--- config.mk ---
export PLATFORM = sky130hd
export DESIGN_NAME = psa_seq_ctrl
export DESIGN_NICKNAME = d
export VERILOG_FILES = /design/src/rtl/psa_seq_ctrl.sv
export SDC_FILE = /design/constraint.sdc
export NUM_CORES = 1
export LEC_CHECK = 0
export CORE_MARGIN = 1.5
export CORE_UTILIZATION = 50
export DETAILED_ROUTE_END_ITERATION = 12
export HOLD_SLACK_MARGIN = 0.08
export PLACE_DENSITY = 0.87
export SLEW_MARGIN = 5
export SYNTH_ARGS = -nofsm -noshare
export SYNTH_HDL_FRONTEND = slang
export SYNTH_SLANG_ARGS = --single-unit
export TNS_END_PERCENT = 50
--- constraint.sdc ---
create_clock -name clk -period 8.19 [get_ports clk]
set_clock_uncertainty 0.05 [all_clocks]
set_input_delay 0.819 -clock clk [delete_from_list [all_inputs] [get_ports clk]]
set_output_delay 0.819 -clock clk [all_outputs]
set_load 0.005 [all_outputs]
--- src/rtl/psa_seq_ctrl.sv ---
// Multi-cycle parallel sub-word add: one shared 4-bit signed adder lane walks
// the four nibbles of A and B, producing a packed 16-bit Sum and an aggregate Error.
module psa_seq_ctrl #(
    parameter bit SATURATE = 1'b1
) (
    input  logic        clk,
    input  logic        rst_n,
    input  logic        start,
    input  logic [15:0] A,
    input  logic [15:0] B,
    output logic        ready,
    output logic        done,
    output logic [15:0] Sum,
    output logic        Error
);

    typedef enum logic [1:0] {
        IDLE,
        RUN,
        DONE
    } state_t;

    state_t      state;
    logic [1:0]  idx;
    logic [15:0] a_reg;
    logic [15:0] b_reg;
    logic [3:0]  lane_a;
    logic [3:0]  lane_b;
    logic [3:0]  lane_raw;
    logic [3:0]  lane_res;
    logic        lane_ovf;

    // Shared lane: signed overflow when both operands agree in sign but the result does not.
    always_comb begin
        lane_a   = a_reg[{idx, 2'b00} +: 4];
        lane_b   = b_reg[{idx, 2'b00} +: 4];
        lane_raw = lane_a + lane_b;
        lane_ovf = (lane_a[3] == lane_b[3]) && (lane_raw[3] != lane_a[3]);
        lane_res = lane_raw;
        if (lane_ovf && SATURATE) begin
            lane_res = lane_a[3] ? 4'h8 : 4'h7;
        end
    end

    always_ff @(posedge clk or negedge rst_n) begin
        if (!rst_n) begin
            state <= IDLE;
            idx   <= 2'd0;
            ready <= 1'b1;
            done  <= 1'b0;
            Sum   <= 16'h0000;
            Error <= 1'b0;
            a_reg <= 16'h0000;
            b_reg <= 16'h0000;
        end else begin
            case (state)
                IDLE: begin
                    if (start) begin
                        a_reg <= A;
                        b_reg <= B;
                        Sum   <= 16'h0000;
                        Error <= 1'b0;
                        idx   <= 2'd0;
                        ready <= 1'b0;
                        state <= RUN;
                    end
                end
                RUN: begin
                    Sum[{idx, 2'b00} +: 4] <= lane_res;
                    Error                  <= Error | lane_ovf;
                    if (idx == 2'd3) begin
                        done  <= 1'b1;
                        state <= DONE;
                    end else begin
                        idx <= idx + 2'd1;
                    end
                end
                DONE: begin
                    done  <= 1'b0;
                    ready <= 1'b1;
                    idx   <= 2'd0;
                    state <= IDLE;
                end
                default: begin
                    done  <= 1'b0;
                    ready <= 1'b1;
                    idx   <= 2'd0;
                    state <= IDLE;
                end
            endcase
        end
    end

endmodule
==> flow_summary.toml <==
[cts]
cts-root-buf = "clkbuf_8"
cts_tree = "built"
htreeDepth = 2
insertion_delay_ps = 300
ctsHoldBuffers = 0
cts_setup_buffers = 0
path_clk_slew_ps = 90
cts_buffer_depth = 2
cts.sink_count = 55
numCtsBuffers = 5
cts_resized = 0

[pwr]
swShare = 0.423
ir_drop_uv = 214
clkPwrFrac = 0.141
power.internal_mw = 0.835
pwr-share-seq = 0.341
p_per_area_mw_per_mm2 = 418
power.switching_mw = 0.612
p_comb_frac = 0.518
total_power_mw = 1.45
p_leak_nw = 1.56

[finish]
syn2layout_area_growth_pct = 23.8
num_antenna_cells = 0
layout-drive-gt1-share = 0.0679
finalNetCount = 367

[drt]
drtIter0Drc = 170
via_count = 2190
ant_nets = 0
firstDrtPassIters = 4
wire_per_inst_microns = 14.4
wirelength_microns = 5710
drcViolationCount = 0
vias_per_cell = 5.53

[floorplanning]
dieArea_sq_mm = 0.00605
die_w_microns = 77.8
fp.dieH_microns = 77.8
design.core.area_sq_mm = 0.00544
row_count = 27
start_util = 0.514
io_pins = 54

[sta]
tightest_slew_ps = 829
finalSetupViolCount = 0
rsz0062_at_grt = "false"
max_freq_mhz = 285
maxSlewHeadroom = 0.447
hold_violations = 0
hold_slack_ps = 427
drv_slew = 0
post-route-period-util = 0.429
period_needed_ps = 3510
fin_tns_setup_ps = 0

[outcome]
status = "completed"

[yosys]
synthesis.instances = 280
synth-edff-count = 0
yosysWarnings = 0
yosys-top-cells-count = "99 x nand2_1, 54 x dfrtp_1, 12 x a2111o_1, 12 x clkbuf_1, 12 x o211ai_1"
netlist_area_sq_mm = 0.00279
synth_seq_cells = 55
synth.most_common_cell = "nand2_1"
syn_nets = 324
synth.area.top_cells = "dfrtp_1 48%, nand2_1 13%, mux4_2 6.4%"
netlist.area_leader.share = 0.484
yosysSeqAreaShare = 0.493
synth_largest_area_cell = "dfrtp_1"
synthArstFlopShare = 1.00
syn_area_per_cell_sq_um = 9.98
synthFlopType = "dfrtp_1"
synth_cell_types = 33

[setup_path]
start_kind = "flop"
worstSetupEndpointType = "flop"
ff2ff_path_depth = 8
cp_max_fo = 17
critPathKind = "flop to flop"
critPathRequiredTime_ps = 8350
critPathArrivalTime_ps = 3670

[global_routing]
track_usage = 0.210
antenna_found_initial = 0
grt_pass1_wl_microns = 10000
grt_overflow = 0
grt_pass1_vias = 2108
grt_start_max_net_pins = 56

[placement]
dp_hpwl_microns = 4100
gp_congestion = 0.849
io_buffers = 53

[hold_path]
hold_depth = 2
hold_class = "flop to flop"

[flow_run]
maxCapViolations = 0
-- worst max-delay path: stages, from the launching register on --
cell	delay (ps)
dfrtp_1	820
mux4_2	650
ha_1	320
a21o_1	160
a21o_1	190
fa_1	510
inv_1	100
or3_1	420
o211ai_1	200
-- routing by layer --
| layer | share of wire | track usage | vias to the layer above |
|---|---|---|---|
| met3 | 0.050 | 0.0376 | 15 |
| met1 | 0.43 | 0.288 | 1049 |
| met2 | 0.49 | 0.330 | 78 |
| met4 | 0.023 | 0.0818 | 0 |
| li1 | - | - | 1048 |
| met5 | 0 | 0 | - |
-- power groups by stage --
| stage | clock network, mW | registers [mW] | logic, mW |
|---|---|---|---|
| after floorplan | 0 | 0.449 | 0.562 |
| after CTS | 0.209 | 0.494 | 0.747 |
| after detailed placement | 0 | 0.499 | 0.737 |
| after global routing | 0.224 | 0.512 | 0.825 |
| after global placement | 0 | 0.498 | 0.706 |
| final | 0.204 | 0.493 | 0.749 |
-- kinds of logic after synthesis --
kind of cell             after synthesis  share of synthesized area
AO/OA/AOI/OAI                         46                      0.129
XOR/XNOR                               2                    0.00627
adder cells (fa/ha/maj)                9                     0.0457
buffers and inverters                 27                     0.0479
flip-flops                            55                      0.493
multiplexers                          11                     0.0757
AND/OR/NAND/NOR                      130                      0.202
-- cell type report --
| cell class | instances | area, sq um |
|---|---|---|
| multi-input combinational | 198 | 1290 |
| timing repair buffer | 55 | 541 |
| clock buffer | 6 | 72.6 |
| tap | 72 | 90.1 |
| clock inverter | 2 | 60.1 |
| fill | 428 | 1980 |
| inverter | 8 | 30.0 |
| sequential | 55 | 1380 |
-- through the flow --
step,util,instance area [sq um],std cells,setup slack [ps]
2_1_floorplan,-,2790,280,5000
3_3_place_gp,0.611,3330,388,4810
3_5_place_dp,0.611,3330,388,4700
4_1_cts,0.636,3460,396,4650
5_1_grt,0.636,3460,396,4500
6_report,0.636,3460,396,4680
-- path summary, 6_finish.rpt --
kind                           start         to  slack, ps
max in group asynchronous      rst_n    Sum[15]       7070
max                           idx[0]     Sum[2]       4680
min reg2reg                a_reg[12]  a_reg[12]        430
min                        a_reg[12]  a_reg[12]        430
max reg2reg                   idx[0]     Sum[2]       4680
min in group asynchronous      rst_n   b_reg[8]        570
-- cells in the final DEF, fill, tap and decap left out --
cell type        netlist  layout
nand2_1               99      99
dfrtp_1               54      54
clkdlybuf4s50_1        0      52
a2111o_1              12      12
o211ai_1              12      12
o21ai_0                9       9
mux4_2                 8       8
inv_1                  8       8
nand3_1                8       8
ha_1                   7       7
nor2_1                 5       5
clkbuf_8               0       5
or3_1                  4       4
nand3b_1               4       4
o31ai_1                4       4
o21a_1                 3       3
a21oi_1                3       3
a21o_1                 2       2
xnor2_1                2       2
mux2i_1                2       2
nor3b_1                3       2
or4b_1                 2       2
fa_1                   2       2
bufinv_16              0       2
buf_4                  0       2
or3b_1                 1       1
nand2b_1               1       1
nor2b_1                1       1
or3b_2                 1       1
nor3b_2                0       1
o311ai_1               1       1
and2_1                 1       1
mux2_2                 1       1
clkbuf_1              12       1
buf_2                  2       1
dfstp_2                1       1
Note: power is estimated with default switching activity, not from simulation.
